[config.mk]
export PLATFORM = sky130hd
export DESIGN_NAME = ac_cmd_encoder
export DESIGN_NICKNAME = d
export VERILOG_FILES = /design/src/rtl/ac_cmd_encoder.sv
export SDC_FILE = /design/constraint.sdc
export NUM_CORES = 1
export LEC_CHECK = 0
export ABC_AREA = 1
export BUFFER_PORTS_ARGS = -buffer_cell sky130_fd_sc_hd__buf_2
export CELL_PAD_IN_SITES_DETAIL_PLACEMENT = 1
export CELL_PAD_IN_SITES_GLOBAL_PLACEMENT = 2
export CORE_MARGIN = 3
export CORE_UTILIZATION = 32
export CTS_BUF_LIST = sky130_fd_sc_hd__clkbuf_8
export CTS_CLUSTER_SIZE = 20
export DETAILED_ROUTE_END_ITERATION = 7
export GPL_TIMING_DRIVEN = 0
export MAX_ROUTING_LAYER = met4
export PLACE_DENSITY = 0.81
export SLEW_MARGIN = 10
export SYNTH_ARGS = -nofsm -noshare
export SYNTH_HDL_FRONTEND = slang
export SYNTH_SLANG_ARGS = --single-unit
[constraint.sdc]
create_clock -name clk -period 2 [get_ports clk]
set_clock_uncertainty 0.05 [all_clocks]
set_input_delay 0.3 -clock clk [delete_from_list [all_inputs] [get_ports clk]]
set_output_delay 0.3 -clock clk [all_outputs]
set_load 0.05 [all_outputs]
[src/rtl/ac_cmd_encoder.sv]
// ac_cmd_encoder: debounced air-conditioner keypad to IR frame words with hold-off between frames
module ac_cmd_encoder #(
    parameter int T_TICK     = 125000,
    parameter int DEB_TICKS  = 10,
    parameter int HOLD_TICKS = 200
) (
    input  logic        clk,
    input  logic        rst,
    input  logic        key_power,
    input  logic        key_mode,
    input  logic        key_fan,
    input  logic        key_up,
    input  logic        key_down,
    output logic [34:0] IR_in_data35,
    output logic [32:0] IR_in_data32,
    output logic        frame_stb,
    output logic [4:0]  temp_disp
);
    localparam int TW = $clog2(T_TICK + 1);
    localparam int DW = $clog2(DEB_TICKS + 1);
    localparam int HW = $clog2(HOLD_TICKS + 1);

    typedef enum logic {IDLE, HOLD} state_t;

    state_t         state, state_nx;
    logic [TW-1:0]  tick_cnt;
    logic           tick;
    logic [4:0]     keys, sync1, sync2, deb, deb_prev, rise;
    logic [DW-1:0]  deb_cnt [5];
    logic           power, chg, tgl, pending, publish, hold_end;
    logic [2:0]     mode;
    logic [4:0]     temp;
    logic [1:0]     fan;
    logic [3:0]     temp_code, chk;
    logic [HW-1:0]  hold_cnt;

    // key order is {power, mode, fan, up, down}, highest priority in the MSB
    assign keys      = {key_power, key_mode, key_fan, key_up, key_down};
    assign tick      = tick_cnt == TW'(T_TICK - 1);
    assign rise      = deb & ~deb_prev;
    assign temp_code = 4'(temp - 5'd16);
    assign chk       = {1'b0, mode} + temp_code + 4'd5 + {3'b000, power};
    assign temp_disp = temp;

    // free-running tick divider
    always_ff @(posedge clk or negedge rst)
        if (!rst) tick_cnt <= '0;
        else tick_cnt <= tick ? '0 : tick_cnt + 1'b1;

    // two-flop synchronisers and edge-detect history of the debounced levels
    always_ff @(posedge clk or negedge rst)
        if (!rst) begin
            sync1    <= '0;
            sync2    <= '0;
            deb_prev <= '0;
        end else begin
            sync1    <= keys;
            sync2    <= sync1;
            deb_prev <= deb;
        end

    // a new level is accepted after DEB_TICKS consecutive tick samples that differ from the current one
    always_ff @(posedge clk or negedge rst)
        if (!rst) begin
            deb <= '0;
            for (int i = 0; i < 5; i++) deb_cnt[i] <= '0;
        end else if (tick) begin
            for (int i = 0; i < 5; i++)
                if (sync2[i] == deb[i]) deb_cnt[i] <= '0;
                else if (deb_cnt[i] == DW'(DEB_TICKS - 1)) begin
                    deb[i]     <= sync2[i];
                    deb_cnt[i] <= '0;
                end else deb_cnt[i] <= deb_cnt[i] + 1'b1;
        end

    // settings: one event per cycle by priority; only power is honoured while off
    always_ff @(posedge clk or negedge rst)
        if (!rst) begin
            power <= 1'b0;
            mode  <= 3'd1;
            temp  <= 5'd26;
            fan   <= 2'd0;
            chg   <= 1'b0;
        end else begin
            chg <= rise[4] | (power & |rise[3:0]);
            if (rise[4]) power <= ~power;
            else if (power) begin
                if (rise[3]) mode <= (mode == 3'd4) ? 3'd0 : mode + 3'd1;
                else if (rise[2]) fan <= fan + 2'd1;
                else if (rise[1]) temp <= (temp == 5'd30) ? temp : temp + 5'd1;
                else if (rise[0]) temp <= (temp == 5'd16) ? temp : temp - 5'd1;
            end
        end

    // state register
    always_ff @(posedge clk or negedge rst)
        if (!rst) state <= IDLE;
        else state <= state_nx;

    // publish decision and next state; a change arriving on the expiry tick is published then
    always_comb begin
        hold_end = (state == HOLD) && tick && (hold_cnt == HW'(HOLD_TICKS - 1));
        publish  = (state == IDLE) ? chg : hold_end && (pending || chg);
        state_nx = state;
        if (state == IDLE && chg) state_nx = HOLD;
        else if (hold_end && !(pending || chg)) state_nx = IDLE;
    end

    // hold counter, pending flag and the published words; tgl flips so each frame differs
    always_ff @(posedge clk or negedge rst)
        if (!rst) begin
            hold_cnt     <= '0;
            pending      <= 1'b0;
            tgl          <= 1'b0;
            frame_stb    <= 1'b0;
            IR_in_data35 <= '0;
            IR_in_data32 <= '0;
        end else begin
            frame_stb <= publish;
            if (publish) begin
                hold_cnt     <= '0;
                pending      <= 1'b0;
                tgl          <= ~tgl;
                IR_in_data35 <= {mode, power, fan, temp_code, 22'h040100, 3'b010};
                IR_in_data32 <= {~tgl, chk, 28'h0002000};
            end else begin
                if (state == HOLD && tick) hold_cnt <= hold_cnt + 1'b1;
                if (state == HOLD && chg) pending <= 1'b1;
            end
        end
endmodule

# After elaboration in Yosys (flattened, before gate mapping)
# Cells that the tools add are included.
[totals]
regBits = 100
in_bits = 7
out_inout_bits = 74
word_cells = 117
[op_classes]
n_addsub = 15
eq_ne = 17
n_mux = 23
bitwise = 15
reduce_logical = 21
[ops]
columns = ["op", "n"]
rows = [
  ["$mux 4", 10],
  ["$add 4x1->4 const B", 5],
  ["$eq 4x4->1 const B", 5],
  ["$mux 5", 4],
  ["$reduce_and 3->1", 6],
  ["$add 17x1->17 const B", 1],
  ["$eq 17x17->1 const B", 1],
  ["$mux 17", 1],
  ["$mux 8", 2],
  ["$not 1->1", 11],
  ["$eq 5x5->1 const B", 2],
  ["$add 8x1->8 const B", 1],
  ["$eq 8x8->1 const B", 1],
  ["$reduce_bool 2->1", 4],
  ["$reduce_and 7->1", 1],
  ["$logic_and 1x1->1", 6],
  ["$add 5x1->5 const B", 1],
  ["$and 5x5->5", 1],
  ["$eq 1x1->1", 5],
  ["$mux 1", 5],
  ["$not 5->5", 1],
  ["$sub 5x1->5 const B", 1],
  ["$add 3x4->4", 1],
  ["$add 4x1->4", 1],
  ["other kinds (13)", 14],
]

# Logic depth before layout (Yosys ltp)
# Gate-level depths: netlist of the first run.
[depth]
ltp_word = 6
depth_mapped = 11
mapped_depth_nobuf = 10

# Worst setup path after synthesis of the first run
# Ideal clock, no wire load.
[synth_path]
kind = "flip-flop to flip-flop"
startpoint = "register temp[0] (netlist: temp_disp[0])"
endpoint = "register IR_in_data32[30]"
setup_ns = 0.118
arrival_ns = 1.979
required_ns = 1.832
slack_ns = -0.148
stages_incl_launch_ff = 9
n_path_buf = 0
synth_period_minus_slack_ns = 2.148
path_cell_list = "dfrtp_1 -> inv_1 -> ha_1 -> inv_1 -> ha_1 -> fa_1 -> xor2_1 -> nand3_1 -> nand2_1"
[synth_between]
elab_chain_len = 4
[synth_rtl]
columns = ["item", "line", "rtl"]
rows = [
  ["from (decl)", "32", "logic [4:0] temp;"],
  ["from (signal assigned)", "90", "else if (rise[1]) temp <= (temp == 5'd30) ? temp : temp + 5'd1;"],
  ["from (signal assigned)", "91", "else if (rise[0]) temp <= (temp == 5'd16) ? temp : temp - 5'd1;"],
  ["$sub 4x1->4", "41", "assign temp_code = 4'(temp - 5'd16);"],
  ["$add 3x4->4", "42", "assign chk = {1'b0, mode} + temp_code + 4'd5 + {3'b000, power};"],
  ["$add 4x3->4", "42", ""],
  ["$add 4x1->4", "42", ""],
  ["to (signal assigned)", "125", "IR_in_data32 <= {~tgl, chk, 28'h0002000};"],
  ["to (decl)", "15", "output logic [32:0] IR_in_data32,"],
]
# No other way between the ends.
# A chain may end at the register's enable or synchronous reset.

# Worst setup path after layout of the first run
[layout_path]
startpoint = "register temp[2] (netlist: temp_disp[2])"
endpoint = "register IR_in_data32[31]"
# Same word-level chain as after synthesis.

==> results of run 1 <==
Yosys cell counts (all sizes together):
cell      n  share of area [%]
xor2     20                3.3
nand3    70                7.0
nor3      8               0.76
nand2   119                8.9
ha       23                5.5
fa        2               0.76
nor3b     2               0.38
o21ai    27                2.6
o22ai     9                1.1
o21a      2               0.29
conb      1              0.071
buf      60                8.7
nand3b    3               0.43
dfstp     4                2.0
clkbuf    2               0.21
nand4    13                1.8
dfrtp    92                 44
or2       1               0.12
a21oi     8               0.76
clkinv    1              0.071
nor2     59                4.8
inv      66                4.7
and3      1               0.12
xnor2    11                1.8
layer usage:
| layer | routed length (microns) | GRT usage, % | part of all wire [%] | up-vias |
|---|---|---|---|---|
| met5 | 0 | - | 0 | - |
| met1 | 5437 | 17.83 | 45 | 2035 |
| met3 | 298 | 2.138 | 2.5 | 18 |
| li1 | - | - | - | 2034 |
| met2 | 6016 | 23.72 | 50 | 55 |
| met4 | 234 | 5.260 | 2.0 | 0 |
what timing repair did:
item | in CTS | in global routing
gates resized for setup | 0 | 6
buffers inserted | 1 | 4
hold endpoints to repair | 37 | 0
gates cloned | 0 | 0
hold buffers | 6 | 0
setup endpoints to repair | 1 | 34
metrics by stage:
step	util [%]	instances
2_1_floorplan	-	652
3_3_place_gp	36.74	899
3_5_place_dp	36.93	900
4_1_cts	38.49	923
5_1_grt	38.79	927
6_report	38.79	927
registers in the layout, indices dropped and copies added (netlist names), 2 cells and up:
name          count
deb_cnt          20
temp_disp         5
deb_prev          5
sync2             5
tick_cnt         17
IR_in_data32      5
fan               2
deb               5
mode              3
sync1             5
IR_in_data35     10
hold_cnt          8
layout make-up:
type	count	area [sq um]
well taps	216	270.3
flip-flops and latches	96	2410
clock buffers	10	137.6
fillers	1959	9759
plain buffers	62	465.4
multi-input cells	427	2322
repair buffers	43	282.8
inverters	67	251.5
clock inverters	6	43.79
power by group through the flow:
stage / registers (mW) / logic, mW / clock network (mW)
after floorplan: 1.99 / 0.277 / 0
after global placement: 1.99 / 0.324 / 0
after detailed placement: 1.99 / 0.332 / 0
after CTS: 1.96 / 0.342 / 1.27
after global routing: 1.96 / 0.365 / 1.36
final: 1.96 / 0.344 / 1.21
cell families after synthesis:
logic type,Yosys count,share of synthesized area (%)
other,1,0.07143
XOR/XNOR,31,5.172
buffers and inverters,129,13.66
AO/OA/AOI/OAI,46,4.695
flip-flops,96,45.85
adder cells (fa/ha/maj),25,6.244
AND/OR/NAND/NOR,276,24.31
worst paths after layout:
path,startpoint,slack (ns),cells past startpoint,to
setup / recovery,temp_disp[2]$_DFFE_PN0P_,0.1,9,IR_in_data32[31]$_DFFE_PN0P_
hold / removal,sync1[0]$_DFF_PN0_,0.31,0,sync2[0]$_DFF_PN0_
setup reg to reg,temp_disp[2]$_DFFE_PN0P_,0.1,9,IR_in_data32[31]$_DFFE_PN0P_
hold reg to reg,sync1[0]$_DFF_PN0_,0.31,0,sync2[0]$_DFF_PN0_
max in group asynchronous,rst,0.82,3,mode[0]$_DFFE_PN1P_
min in group asynchronous,rst,0.38,2,IR_in_data32[13]$_DFFE_PN0P_
==> results.yml, run 1 <==
run_status:
  outcome: "completed"
power:
  p_comb_share_pct: 9.8
  power_per_cell_area_nw_per_um2: 568.2
  ir_drop_uv: 341.1
  leakagePower_nw: 3.183
  power_mw: 3.513
  pwr-share-clk_pct: 34.6
  swShare_pct: 28.18
  seq_power_share_pct: 55.7
  p_int_mw: 2.523
  power.switching_uw: 990.0
critical_path:
  critPathBufInv: 2
  crit_path_top_delay_cell: "dfrtp_2"
  cp-start-kind: "flop"
  critPathRequiredTime_ns: 2.22
  critPathCaptureType: "flop"
  cp_cell_sequence: "inv_1, ha_1, inv_1, ha_1, a21oi_2, nand2_1, xor2_1, nand3_1, nand2_1"
  cp.arrival_ns: 2.12
  worst-path-max-fanout: 4
  worstSetupPathType: "reg -> reg"
  cp_slowest_stage_delay_ns: 0.42
  crit_family: "adder cells"
floorplan:
  dieArea_sq_um: 17980
  coreArea_sq_um: 15940
  initial_core_util_pct: 32.93
  die_width_microns: 134.1
  rows: 46
  ioPinCount: 81
  die_h_microns: 134.1
sta:
  hold_viol: 0
  setup_viol: 0
  tightest_slew_ns: 0.5136
  holdWs_ns: 0.3062
  worst_slack_ns: 0.09841
  rsz0062_at_grt: "false"
  finalSetupTns_ns: 0
  period_share_pct: 95.08
  slew_viol_final: 0
  period_needed_ns: 1.902
  relSlewSlack_pct: 65.76
  max_freq_mhz: 525.9
clock_network:
  cts_root_buf: "clkbuf_8"
  cts_tree: "yes"
  clkLatencyLatePin_ns: 0.38
  cts.sinks: 96
  clockBufferDepth: 2
  clkTransAtPathRegs_ns: 0.10
  cts-htree-levels: 3
  cts_made_buffers: 9
drt:
  routedWlPerCell_microns: 12.93
  num_vias: 4142
  drc: 0
  viasPerCell: 4.468
  drt_iter0_markers: 126
  antenna_left: 0
  drt_first_pass_iters: 4
  wl_mm: 11.99
placement:
  place_ws_ns: 0.01803
  gp_congestion: 0.8064
  hpwlAfterDp_mm: 8.975
  io_buffers: 31
  place_area_sq_um: 5888
worst_hold_path:
  hold_class: "reg -> reg"
logic_synthesis:
  ys_seq_elements: 96
  syn_inst: 604
  yosys_warnings: 0
  ys_seq_area_share_pct: 45.85
  syn_area_sq_um: 5250
  postSynthAreaPerCell_sq_um: 8.692
  ys_types: 37
final_layout:
  mostFrequentLayoutCells: "nand2_1, dfrtp_1, nand3_1"
  final_area_sq_um: 6183
  drive_gt1_share_pct: 20.68
  diodes: 0
  synthToLayoutAreaGrowth_pct: 17.78
  nNetsFinal: 738
  layout_commonest_cell: "nand2_1"
global_routing:
  antenna_found_initial: 0
  grt_use_total_pct: 14.30
  gr-total-overflow: 0
  first_global_vias: 4324
  grt_pass1_wl_mm: 20.47
  grt_max_degree: 62
run:
  maxCapViolations: 0
No activity file was read; power rests on OpenSTA's default activity.
==> run 2, diff against run 1 <==
Settings changed: MAX_ROUTING_LAYER met4 to default.
==> results.yml, run 2 (synthesis results as in run 1) <==
critical_path:
  worst-path-max-fanout: 4
  rrSetupSlack_ns: 0.10
  critPathCaptureType: "flop"
  cp.arrival_ns: 2.12
  critPathRequiredTime_ns: 2.22
  cp-start-kind: "flop"
  worstSetupPathType: "reg -> reg"
final_layout:
  layout_commonest_cell: "nand2_1"
  nNetsFinal: 738
  synthToLayoutAreaGrowth_pct: 17.78
  largest_reg_flops: 20
  drive_gt1_share_pct: 20.68
  top_register: "deb_cnt"
  final_area_sq_um: 6183
  fillCellCount: 1959
  top_regs: "deb_cnt x20, tick_cnt x17, IR_in_data35 x10"
  mostFrequentLayoutCells: "nand2_1, dfrtp_1, nand3_1"
  diodes: 0
  final_cells: 927
clock_network:
  cts.sinks: 96
  cts_made_buffers: 9
  clockBufferDepth: 2
  clkTransAtPathRegs_ns: 0.10
  cts_tree: "yes"
  cts-htree-levels: 3
  clkLatencyLatePin_ns: 0.37
  cts_root_buf: "clkbuf_8"
worst_hold_path:
  hold_class: "reg -> reg"
sta:
  period_needed_ns: 1.900
  period_share_pct: 94.98
  rsz0062_at_grt: "false"
  setup_viol: 0
  slew_viol_final: 0
  relSlewSlack_pct: 65.78
  max_freq_mhz: 526.4
  finalSetupTns_ns: 0
  hold_viol: 0
  tightest_slew_ns: 0.5134
placement:
  placed_cells: 900
  place_area_sq_um: 5888
  gp_congestion: 0.7951
  io_buffers: 31
  hpwlAfterDp_mm: 8.975
drt:
  viasPerCell: 4.438
  num_vias: 4114
  drt_first_pass_iters: 4
  wl_mm: 11.97
  drc: 0
  routedWlPerCell_microns: 12.91
  antenna_left: 0
  drt_iter0_markers: 111
power:
  power_mw: 3.510
  ir_drop_uv: 341.1
  leakagePower_nw: 3.183
  power_per_cell_area_nw_per_um2: 567.6
global_routing:
  grt_use_total_pct: 13.86
  grt_max_degree: 62
  grt_pass1_wl_mm: 20.44
  first_global_vias: 4325
  gr-total-overflow: 0
  antenna_found_initial: 0
floorplan:
  ioPinCount: 81
  dieArea_sq_um: 17980
  die_h_microns: 134.1
  die_width_microns: 134.1
  rows: 46
  initial_core_util_pct: 32.93
  coreArea_sq_um: 15940
run_status:
  outcome: "completed"
run:
  maxCapViolations: 0
-- run 2: cell counts in the layout (fill, tap and decap cells not counted) --
No cell type changed its count.
-- run 2: repair_timing --
action	CTS	global route
setup endpoints to repair	1	33
gates resized for setup	0	6
endpoints found under the hold margin	37	0
setup buffers	1	4
hold buffers	6	0
-- run 2: where the power goes --
group	switching [mW]	internal, mW	leakage (nW)
combinational	0.258	0.0854	1.82
clock	0.723	0.488	0.0809
sequential	0.00530	1.95	1.29
total	0.987	2.52	3.18
-- run 2: metrics by stage --
stage                     hold slack [ns]  util (%)  setup slack (ns)
after floorplan                  -0.04559         -           0.04372
after global routing               0.3182     38.79          0.003926
final                              0.3062     38.79            0.1004
after CTS                          0.3099     38.49          0.006112
after global placement             0.2826     36.74           -0.6553
after detailed placement           0.2493     36.93           0.01803
-- run 2: layout make-up --
| class | count | area [sq um] | share of cell area, % |
|---|---|---|---|
| Clock inverter | 6 | 43.79 | 0.7082 |
| Timing Repair Buffer | 43 | 282.8 | 4.573 |
| Tap cell | 216 | 270.3 | 4.371 |
| Sequential cell | 96 | 2410 | 38.97 |
| Inverter | 67 | 251.5 | 4.067 |
| Multi-Input combinational cell | 427 | 2322 | 37.56 |
| Buffer | 62 | 465.4 | 7.527 |
| Clock buffer | 10 | 137.6 | 2.226 |
-- run 2: path summary, 6_finish.rpt --
path                                           from                            to  depth (start not counted)
min                              sync1[0]$_DFF_PN0_            sync2[0]$_DFF_PN0_                          0
max in group asynchronous                       rst           mode[0]$_DFFE_PN1P_                          3
min reg2reg                      sync1[0]$_DFF_PN0_            sync2[0]$_DFF_PN0_                          0
min in group asynchronous                       rst  IR_in_data32[13]$_DFFE_PN0P_                          2
max                        temp_disp[2]$_DFFE_PN0P_  IR_in_data32[31]$_DFFE_PN0P_                          9
max reg2reg                temp_disp[2]$_DFFE_PN0P_  IR_in_data32[31]$_DFFE_PN0P_                          9
-- run 2: worst max-delay path, stage by stage (launching register included) --
cell and delay, ns:
dfrtp_2 0.42, inv_1 0.09, ha_1 0.30, inv_1 0.05, ha_1 0.34, a21oi_2 0.17, nand2_1 0.08, xor2_1 0.14
nand3_1 0.10, nand2_1 0.05
-- run 2: metal layers --
layer	wire length, microns	up-vias	track usage [%]
li1	-	2035	-
met1	5440	2013	17.74
met2	6010	51	23.72
met3	315	15	2.176
met4	205	0	5.260
met5	0	-	0
==> run 3, diff against run 2 <==
Settings changed: CORE_UTILIZATION 32 to 31, CTS_BUF_LIST sky130_fd_sc_hd__clkbuf_8 to default, PLACE_DENSITY 0.81 to 0.79.
==> results.yml, run 3 (synthesis results as in run 1) <==
run_status:
  outcome: "completed"
final_layout:
  nNetsFinal: 739
  synthToLayoutAreaGrowth_pct: 20.66
  top_register: "deb_cnt"
  layout_commonest_cell: "nand2_1"
  mostFrequentLayoutCells: "nand2_1, dfrtp_1, nand3_1"
  final_cells: 927
  drive_gt1_share_pct: 20.53
  diodes: 0
  top_regs: "deb_cnt x20, tick_cnt x17, IR_in_data35 x10"
  largest_reg_flops: 20
  finish.utilization_pct: 39.03
global_routing:
  grt_use_total_pct: 14.68
  gr-total-overflow: 0
  antenna_found_initial: 0
  grt_max_degree: 54
  grt_pass1_wl_mm: 21.86
  first_global_vias: 4451
placement:
  place_ws_ns: -0.01006
  hpwlAfterDp_mm: 9.272
  placed_cells: 900
  gp_congestion: 0.7937
  io_buffers: 31
worst_hold_path:
  hold_class: "reg -> reg"
sta:
  hold_viol: 0
  period_needed_ns: 1.906
  setup_viol: 0
  tightest_slew_ns: 0.5127
  worst_slack_ns: 0.09373
  relSlewSlack_pct: 65.82
  rsz0062_at_grt: "false"
  slew_viol_final: 0
  max_freq_mhz: 524.6
  period_share_pct: 95.31
  finalSetupTns_ns: 0
run:
  maxCapViolations: 0
floorplan:
  die_width_microns: 136.1
  rows: 46
  die_h_microns: 136.1
  dieArea_sq_um: 18530
  ioPinCount: 81
  coreArea_sq_um: 16230
  initial_core_util_pct: 32.35
power:
  power_per_cell_area_nw_per_um2: 641.8
  leakagePower_nw: 3.251
  power_mw: 4.065
  ir_drop_uv: 381.1
critical_path:
  cp-start-kind: "flop"
  worst-path-max-fanout: 3
  cp.arrival_ns: 2.10
  cp_cell_sequence: "inv_1, ha_1, inv_1, ha_1, fa_2, xor2_1, nand3_1, nand2_1"
  critPathRequiredTime_ns: 2.20
  crit_path_top_delay_cell: "dfstp_2"
  critPathCaptureType: "flop"
  worstSetupPathType: "reg -> reg"
  cp_slowest_stage_delay_ns: 0.53
drt:
  wl_mm: 12.71
  drt_first_pass_iters: 4
  num_vias: 4178
  drt_iter0_markers: 134
  routedWlPerCell_microns: 13.71
  viasPerCell: 4.507
  drc: 0
  antenna_left: 0
clock_network:
  cts_tree: "yes"
  clkTransAtPathRegs_ns: 0.07
  clockBufferDepth: 2
  clkLatencyLatePin_ns: 0.35
  cts_made_buffers: 9
  cts-htree-levels: 3
  cts.sinks: 96
  cts_root_buf: "clkbuf_16"
-- run 3: cell types whose count changed in the layout (fill, tap and decap cells not counted), sizes merged --
cell / delta
clkbuf: -1
buf: +1
bufinv: +1
clkinvlp: -3
clkinv: +1
inv: +1
-- run 3: path summary, 6_finish.rpt --
| path | from | endpoint | slack [ns] | depth (start not counted) |
|---|---|---|---|---|
| setup / recovery | mode[0]$_DFFE_PN1P_ | IR_in_data32[30]$_DFFE_PN0P_ | 0.09 | 8 |
| setup reg to reg | mode[0]$_DFFE_PN1P_ | IR_in_data32[30]$_DFFE_PN0P_ | 0.09 | 8 |
| max in group asynchronous | rst | temp_disp[3]$_DFFE_PN1P_ | 0.82 | 3 |
| min in group asynchronous | rst | deb_cnt[0]$_DFFE_PN0N_ | 0.42 | 2 |
| hold / removal | sync1[3]$_DFF_PN0_ | sync2[3]$_DFF_PN0_ | 0.30 | 0 |
| hold reg to reg | sync1[3]$_DFF_PN0_ | sync2[3]$_DFF_PN0_ | 0.30 | 0 |
-- run 3: what timing repair did --
action	in CTS	in global routing
setup buffers	1	5
gates resized for setup	1	6
pin swaps	0	0
endpoints found under the setup margin	4	17
endpoints found under the hold margin	48	0
hold buffers	6	0
-- run 3: metrics by stage --
stage,instance area [sq um],hold WS [ns]
2_1_floorplan,5433,-0.04559
3_3_place_gp,5858,0.2850
3_5_place_dp,5892,0.2210
4_1_cts,6256,0.3026
5_1_grt,6335,0.3060
6_report,6335,0.3015
-- run 3: layout make-up --
class                   instances  area, sq um
repair buffers                 44        294.0
plain buffers                  62        465.4
clock buffers                   9        225.2
fillers                      1959         9896
flip-flops and latches         96         2410
multi-input cells             427         2350
well taps                     216        270.3
inverters                      67        251.5
clock inverters                 6        68.82
-- run 3: power by group --
group | internal [mW] | switching, mW
logic | 0.0861 | 0.260
clock network | 0.972 | 0.791
registers | 1.95 | 0.00542
-- run 3: metal layers --
layer / vias up / global-route usage [%] / wire (microns)
li1: 2045 / - / -
met1: 2065 / 18.33 / 5633
met2: 58 / 25.67 / 6528
met3: 10 / 2.036 / 331
met4: 0 / 5.599 / 217
met5: - / 0 / 0
-- run 3: critical path, delay by kind of cell, from the launching register on --
family | cells | cell delay [ns]
xor+xnor | 1 | 0.15
fa+ha+maj | 3 | 0.83
buf+inv | 2 | 0.12
flops | 1 | 0.53
simple gates | 2 | 0.13
